### src/rtl/ps2_pkg.sv
// Shared types and helpers for the device-side PS/2 engine.
package ps2_pkg;

  typedef enum logic [2:0] {
    IDLE,
    TX,
    RX_WAIT,
    RX,
    ACK
  } state_t;

  // start + 8 data + parity + stop
  localparam int FRAME_BITS = 11;
  // host-to-device samples: 8 data + parity + stop
  localparam int RX_BITS = 10;

  // Parity bit that makes the total count of ones odd.
  function automatic logic odd_parity(input logic [7:0] b);
    return ~(^b);
  endfunction

endpackage

### src/rtl/ps2_line_sync.sv
// Synchronizer chains for the sensed PS/2 clock and data lines.
// Flops reset to 1 so a reset never looks like a host request-to-send.
module ps2_line_sync #(
  parameter int SYNC = 2
) (
  input  logic clk,
  input  logic rst,
  input  logic clk_in,
  input  logic data_in,
  output logic clk_sync,
  output logic data_sync
);

  logic [SYNC-1:0] clk_ff;
  logic [SYNC-1:0] data_ff;

  // Shift both line samples through SYNC flops.
  always_ff @(posedge clk or posedge rst) begin
    if (rst) begin
      clk_ff  <= '1;
      data_ff <= '1;
    end else begin
      clk_ff[0]  <= clk_in;
      data_ff[0] <= data_in;
      for (int i = 1; i < SYNC; i++) begin
        clk_ff[i]  <= clk_ff[i-1];
        data_ff[i] <= data_ff[i-1];
      end
    end
  end

  assign clk_sync  = clk_ff[SYNC-1];
  assign data_sync = data_ff[SYNC-1];

endmodule

### src/rtl/ps2_device.sv
// Device-side PS/2 engine: generates the PS/2 clock, sends device-to-host
// frames from a byte handshake, and receives/acknowledges host frames.
//
// state   | meaning
// IDLE    | lines released, watching for request-to-send or a held byte
// TX      | sending 11-bit frame; phase 0 = clk released, phase 1 = clk low
// RX_WAIT | request-to-send seen, half-period delay before first clock
// RX      | 10 clock pulses; phase 0 = clk low, phase 1 = clk high + sample
// ACK     | data held low across one more clock pulse, then result strobe
module ps2_device
  import ps2_pkg::*;
#(
  parameter int HALF     = 25,
  parameter int IDLE_MIN = 50,
  parameter int SYNC     = 2
) (
  input  logic       clk,
  input  logic       rst,
  input  logic       clk_in,
  input  logic       data_in,
  output logic       n_clk_out,
  output logic       n_data_out,
  input  logic [7:0] tx_data,
  input  logic       tx_valid,
  output logic       tx_ready,
  output logic [7:0] rx_data,
  output logic       rx_valid,
  output logic       rx_err,
  output logic       busy
);

  localparam int CW = $clog2(HALF) + 1;
  localparam int IW = $clog2(IDLE_MIN + 1);
  localparam logic [CW-1:0] CNT_LOAD   = CW'(HALF - 1);
  localparam logic [CW-1:0] CNT_SAMPLE = CW'(HALF - 1 - HALF / 2);
  localparam logic [IW-1:0] IDLE_FULL  = IW'(IDLE_MIN);
  localparam logic [3:0]    GUARD_LOAD = 4'(SYNC + 1);
  localparam logic [3:0]    TX_LAST    = 4'(FRAME_BITS - 1);
  localparam logic [3:0]    RX_LAST    = 4'(RX_BITS - 1);

  logic clk_sync, data_sync;

  ps2_line_sync #(.SYNC(SYNC)) u_sync (
    .clk       (clk),
    .rst       (rst),
    .clk_in    (clk_in),
    .data_in   (data_in),
    .clk_sync  (clk_sync),
    .data_sync (data_sync)
  );

  state_t          state_q, state_d;
  logic [CW-1:0]   cnt_q, cnt_d;
  logic            phase_q, phase_d;
  logic [3:0]      bit_q, bit_d;
  logic [3:0]      guard_q, guard_d;
  logic [9:0]      rx_shift_q, rx_shift_d;
  logic [IW-1:0]   idle_q;
  logic [7:0]      hold_q;
  logic            held_q;
  logic            tx_done, rx_done, cnt_end;
  logic [10:0]     tx_frame;

  assign tx_frame = {1'b1, odd_parity(hold_q), hold_q, 1'b0};
  assign cnt_end  = (cnt_q == '0);
  assign tx_ready = ~held_q;
  assign busy     = (state_q != IDLE);

  // Line lows are combinational from state so a reset releases them at once.
  // The guard masks request-to-send detection for a few cycles after we let
  // go of a line, while the synchronized view still shows our own drive.
  always_comb begin
    state_d    = state_q;
    cnt_d      = cnt_q;
    phase_d    = phase_q;
    bit_d      = bit_q;
    guard_d    = guard_q;
    rx_shift_d = rx_shift_q;
    n_clk_out  = 1'b1;
    n_data_out = 1'b1;
    tx_done    = 1'b0;
    rx_done    = 1'b0;
    case (state_q)
      IDLE: begin
        if (guard_q != 4'd0) guard_d = guard_q - 4'd1;
        if (guard_q == 4'd0 && clk_sync && !data_sync) begin
          state_d = RX_WAIT;
          cnt_d   = CNT_LOAD;
        end else if (held_q && idle_q == IDLE_FULL) begin
          state_d = TX;
          cnt_d   = CNT_LOAD;
          phase_d = 1'b0;
          bit_d   = 4'd0;
        end
      end
      TX: begin
        n_data_out = tx_frame[bit_q];
        if (phase_q) n_clk_out = 1'b0;
        if (!cnt_end) begin
          cnt_d = cnt_q - 1'b1;
        end else if (!phase_q) begin
          if (!clk_sync) begin
            state_d = IDLE;
            guard_d = GUARD_LOAD;
          end else begin
            phase_d = 1'b1;
            cnt_d   = CNT_LOAD;
          end
        end else if (bit_q == TX_LAST) begin
          state_d = IDLE;
          guard_d = GUARD_LOAD;
          tx_done = 1'b1;
        end else begin
          bit_d   = bit_q + 4'd1;
          phase_d = 1'b0;
          cnt_d   = CNT_LOAD;
        end
      end
      RX_WAIT: begin
        if (cnt_end) begin
          state_d = RX;
          cnt_d   = CNT_LOAD;
          phase_d = 1'b0;
          bit_d   = 4'd0;
        end else begin
          cnt_d = cnt_q - 1'b1;
        end
      end
      RX: begin
        if (!phase_q) begin
          n_clk_out = 1'b0;
          if (cnt_end) begin
            phase_d = 1'b1;
            cnt_d   = CNT_LOAD;
          end else begin
            cnt_d = cnt_q - 1'b1;
          end
        end else if (cnt_q == CNT_SAMPLE && !clk_sync) begin
          state_d = IDLE;
          guard_d = GUARD_LOAD;
        end else begin
          if (cnt_q == CNT_SAMPLE) rx_shift_d = {data_sync, rx_shift_q[9:1]};
          if (cnt_end) begin
            phase_d = 1'b0;
            cnt_d   = CNT_LOAD;
            if (bit_q == RX_LAST) state_d = ACK;
            else bit_d = bit_q + 4'd1;
          end else begin
            cnt_d = cnt_q - 1'b1;
          end
        end
      end
      ACK: begin
        n_data_out = 1'b0;
        if (!phase_q) n_clk_out = 1'b0;
        if (!cnt_end) begin
          cnt_d = cnt_q - 1'b1;
        end else if (!phase_q) begin
          phase_d = 1'b1;
          cnt_d   = CNT_LOAD;
        end else begin
          state_d = IDLE;
          guard_d = GUARD_LOAD;
          rx_done = 1'b1;
        end
      end
      default: state_d = IDLE;
    endcase
  end

  // FSM and bit-timing registers.
  always_ff @(posedge clk or posedge rst) begin
    if (rst) begin
      state_q    <= IDLE;
      cnt_q      <= '0;
      phase_q    <= 1'b0;
      bit_q      <= 4'd0;
      guard_q    <= 4'd0;
      rx_shift_q <= '0;
    end else begin
      state_q    <= state_d;
      cnt_q      <= cnt_d;
      phase_q    <= phase_d;
      bit_q      <= bit_d;
      guard_q    <= guard_d;
      rx_shift_q <= rx_shift_d;
    end
  end

  // Count clocks with both lines high, saturating; any low restarts it.
  always_ff @(posedge clk or posedge rst) begin
    if (rst) idle_q <= '0;
    else if (clk_sync && data_sync) begin
      if (idle_q != IDLE_FULL) idle_q <= idle_q + 1'b1;
    end else idle_q <= '0;
  end

  // Holding register: byte stays held through inhibit aborts until sent.
  always_ff @(posedge clk or posedge rst) begin
    if (rst) begin
      hold_q <= '0;
      held_q <= 1'b0;
    end else if (tx_valid && tx_ready) begin
      hold_q <= tx_data;
      held_q <= 1'b1;
    end else if (tx_done) begin
      held_q <= 1'b0;
    end
  end

  // Publish a received byte once the acknowledge completes.
  always_ff @(posedge clk or posedge rst) begin
    if (rst) begin
      rx_valid <= 1'b0;
      rx_err   <= 1'b0;
      rx_data  <= '0;
    end else begin
      rx_valid <= rx_done;
      rx_err   <= rx_done & ((rx_shift_q[8] != odd_parity(rx_shift_q[7:0])) | ~rx_shift_q[9]);
      if (rx_done) rx_data <= rx_shift_q[7:0];
    end
  end

endmodule

### config.mk
export PLATFORM = sky130hd
export DESIGN_NAME = ps2_device
export DESIGN_NICKNAME = d
export VERILOG_FILES = /design/src/rtl/ps2_pkg.sv /design/src/rtl/ps2_line_sync.sv /design/src/rtl/ps2_device.sv
export SDC_FILE = /design/constraint.sdc
export NUM_CORES = 1
export LEC_CHECK = 0
export CORE_UTILIZATION = 35
export DETAILED_ROUTE_END_ITERATION = 16
export GPL_TIMING_DRIVEN = 1
export MAX_ROUTING_LAYER = met4
export PLACE_DENSITY = 0.58
export SETUP_SLACK_MARGIN = 0.5
export SLEW_MARGIN = 5
export SYNTH_ARGS = -nofsm -noshare
export SYNTH_HDL_FRONTEND = slang
export SYNTH_SLANG_ARGS = --single-unit
export TNS_END_PERCENT = 100
### constraint.sdc
create_clock -name clk -period 2.1 [get_ports clk]
set_input_delay 0.315 -clock clk [delete_from_list [all_inputs] [get_ports clk]]
set_output_delay 0.315 -clock clk [all_outputs]
set_load 0.1 [all_outputs]
==> flow_summary_export.csv <==
group,metric,value,unit
route,drc,0,
clocking,cts_sinks,57,
clocking,clk_pin_slew,0.08,ns
synthesis,synth_flop_cell,"dfrtp_1",
clocking,root_buffer,"clkbuf_8",
layout,stdcell_count,487,
route,viasPerCell,5.12,
setup_path,worstPathMaxFanout,3,
clocking,cts_tree,"yes",
outcome,status,"finished with violations",
outcome,failed_checks,"setup timing",
route,wl_per_cell,15.3,um
timing,grt_setup_unrepaired,"true",
synthesis,yosysMostFrequentCell,"dfrtp_1",
power_and_ir_drop,p_seq_frac,0.321,
die,rows,33,
global_route,antenna_found_initial,0,
setup_path,r2r_cells,8,
global_route,grt_pass1_wl,11.8,mm
timing,setup_viol_count_final,10,
synthesis,synth_cell_types,56,
setup_path,arrival,2.51,ns
synthesis,synth_area_leaders,"dfrtp_1, mux2_2, xnor2_1, dfstp_2, ha_1",
clocking,cts_buffer_depth,2,
power_and_ir_drop,p_comb_frac,0.429,
timing,maxSlewViolCount,0,
global_route,grt_max_degree,44,
timing,slew_headroom,0.684,
setup_path,worstSetupStartpointType,"flip-flop",
power_and_ir_drop,p_per_area,907,nW/um2
route,dr.pass1.iters,4,
die,fp.dieArea,8970,um2
die,io_pins,27,
global_route,top_usage_layer,"met2",
route,vias,2494,
global_route,grtUsageMet1,0.233,
layout,fin_nets,398,
global_route,grt_use_met3,0.0427,
synthesis,synth-seq-cells,57,
hold_path,hp-class,"input port to async pin",
power_and_ir_drop,ir_worst_vdd,461,uV
synthesis,yosysWarnings,0,
global_route,grt_use_met2,0.264,
timing,finalClockSkew,0.0112,ns
synthesis,synth_async_sr_flop_share,1.00,
synthesis,synthTopCellsByCount,"dfrtp_1, mux2_2, a21oi_1, nor2_1",
layout,multi_input_area,1890,um2
clocking,cts_buffers,9,
setup_path,critPathCaptureType,"flip-flop",
timing,layout_min_cycle_time,2.25,ns
setup_path,critPathSlowestCell,"or4_4",
route,drt_first_iter_violations,137,
placement,hpwl,4.63,mm
setup_path,rr_endpoint,"bit_q[3]",
placement,portBuffers,26,
setup_path,worstPathRequired,2.37,ns
synthesis,synth_edf_count,0,
die,die_h,94.7,um
setup_path,cpPeakStageDelay,0.53,ns
global_route,grt_pass1_vias,2454,
timing,finalHoldViolCount,0,
power_and_ir_drop,power.switching,1.48,mW
timing,timing.final.ws_setup,-0.145,ns
clocking,clock_latency,0.34,ns
setup_path,r2r-start,"bit_q[0]",
synthesis,ys_seq_area_frac,0.476,
timing,fmax,445,MHz
synthesis,synth_top_area_share,0.441,
placement,dp_cells,438,
timing,worst_slew_pin_slew,0.474,ns
placement,place_ws,-0.106,ns
synthesis,synth_area_per_cell,10.9,um2
layout,drive_gt1_frac,0.510,
clocking,htreeDepth,3,
power_and_ir_drop,finalPower,4.20,mW
run,drv_cap,0,
die,core_area,8260,um2
setup_path,worstSetupPathType,"flip-flop to flip-flop",
die,start_util,0.364,
placement,place_congestion,0.835,
route,postRouteAntennaNets,0,
power_and_ir_drop,p_clk_frac,0.250,
synthesis,synthCells,277,
layout,design_area,4640,um2
global_route,track_usage,0.178,
layout,n_fill_cell,700,
global_route,grt.overflow.total,0,
placement,dpl_cell_area,3820,um2
synthesis,syn_nets,298,
setup_path,r2r_setup_slack,-0.15,ns
layout,area.sequential,1440,um2
synthesis,synth_top_area_cell,"dfrtp_1",
timing,period_share,1.07,
power_and_ir_drop,intPower,2.72,mW
power_and_ir_drop,cellLeakagePower,2.05,nW
layout,area_growth,54.2,%
die,die_x,94.7,um
power_and_ir_drop,swShare,0.352,
layout,n_antenna_cell,0,
setup_path,crit_chain,"buf_4 -> buf_6 -> ha_4 -> mux2_4 -> a311oi_2 -> inv_1 -> or4_4 -> a21oi_2",
route,drt-total-wl,7.46,mm
synthesis,syn_area,3010,um2
## metrics by stage
| step | utilization | setup TNS (ns) | hold WS, ns |
|---|---|---|---|
| 3_5_place_dp | 0.463 | -0.499 | 0.347 |
| 6_report | 0.561 | -0.616 | 0.295 |
| 2_1_floorplan | - | -1.48 | 0.319 |
| 3_3_place_gp | 0.463 | -0.125 | 0.347 |
| 4_1_cts | 0.519 | -0.391 | 0.303 |
| 5_1_grt | 0.561 | -1.78 | 0.333 |
## power groups by stage
stage	clock [mW]	sequential, mW	combinational (mW)
floorplan	0	1.34	0.835
global placement	0	1.37	1.26
detailed placement	0	1.37	1.29
CTS	1.09	1.34	1.53
global route	1.13	1.36	1.95
finish	1.05	1.35	1.80
## how the worst max path moves through the flow
stage	start	endpoint	slack, ns	cells after the start
global route	bit_q[0]	bit_q[3]	-0.21	8
CTS	bit_q[0]	n_data_out	-0.16	7
detailed placement	cnt_q[1]	cnt_q[3]	-0.11	7
global placement	cnt_q[1]	cnt_q[3]	-0.06	7
finish	bit_q[0]	bit_q[3]	-0.15	8
floorplan	bit_q[2]	n_data_out	-0.42	4
## per-layer routing
layer	up-vias	wire length, um	share of wire
met5	-	0	0
met4	0	153	0.021
met3	13	254	0.034
met2	47	3570	0.48
met1	1235	3480	0.47
li1	1199	-	-
## cells in the final DEF, fill, tap and decap left out, types with 3 or more instances in the layout
cell,Yosys,layout
clkdlybuf4s50_1,0,12
buf_12,0,6
ha_4,0,3
inv_1,17,12
xnor2_1,17,17
buf_6,0,17
nor2_1,18,13
nand3_1,5,3
ha_1,8,5
nor3_4,1,4
clkbuf_8,0,9
mux2_2,27,8
dfstp_2,4,4
nor2b_1,6,5
buf_4,0,63
nand2_1,13,12
dfrtp_1,53,49
nor3b_4,0,3
nand2b_1,3,3
a31oi_1,8,7
nor2_2,0,4
o31ai_2,0,3
mux2i_1,5,5
a21oi_1,18,13
clkinvlp_4,0,6
nor3_1,9,7
a21oi_2,0,5
dfrtp_2,0,4
inv_2,0,3
mux2_4,0,20
xor2_1,3,3
## critical path: cells and delay by family (launching register included)
kind                       cells  cell delay (ns)
and+or+nand+nor                1             0.53
AOI/OAI and AO/OA              2             0.45
DFF                            1             0.41
buffers and inverters          3             0.37
muxes                          1             0.26
adders and majority gates      1             0.17
## cells by family after synthesis
| family | Yosys count | synth area share |
|---|---|---|
| buffers and inverters | 26 | 0.0337 |
| xor gates and xnor gates | 20 | 0.0583 |
| DFF | 57 | 0.476 |
| and+or+nand+nor | 73 | 0.133 |
| adders and majority gates | 8 | 0.0333 |
| AOI/OAI and AO/OA | 59 | 0.137 |
| muxes | 34 | 0.129 |
## what timing repair did
action / in CTS / in global routing
endpoints found under the setup margin: 42 / 42
hold buffers: 0 / 0
pin swaps: 13 / 16
resized for setup: 37 / 42
buffers inserted: 15 / 18
## final cells by class
class                      count  share of cell area
sequential                    57               0.310
inverter                      17              0.0154
multi-input combinational    194               0.408
timing repair buffer          98               0.195
clock buffer                   9              0.0267
clock inverter                 7              0.0167
tap                          105              0.0283
## state kept, by name (all words and copies together) (netlist names), 3 cells and up
signal,cells
rx_data,8
guard_q,4
state_q,3
bit_q,4
cnt_q,6
hold_q,8
idle_q,6
rx_shift_q,10
Power figures use the tool's default switching activity.
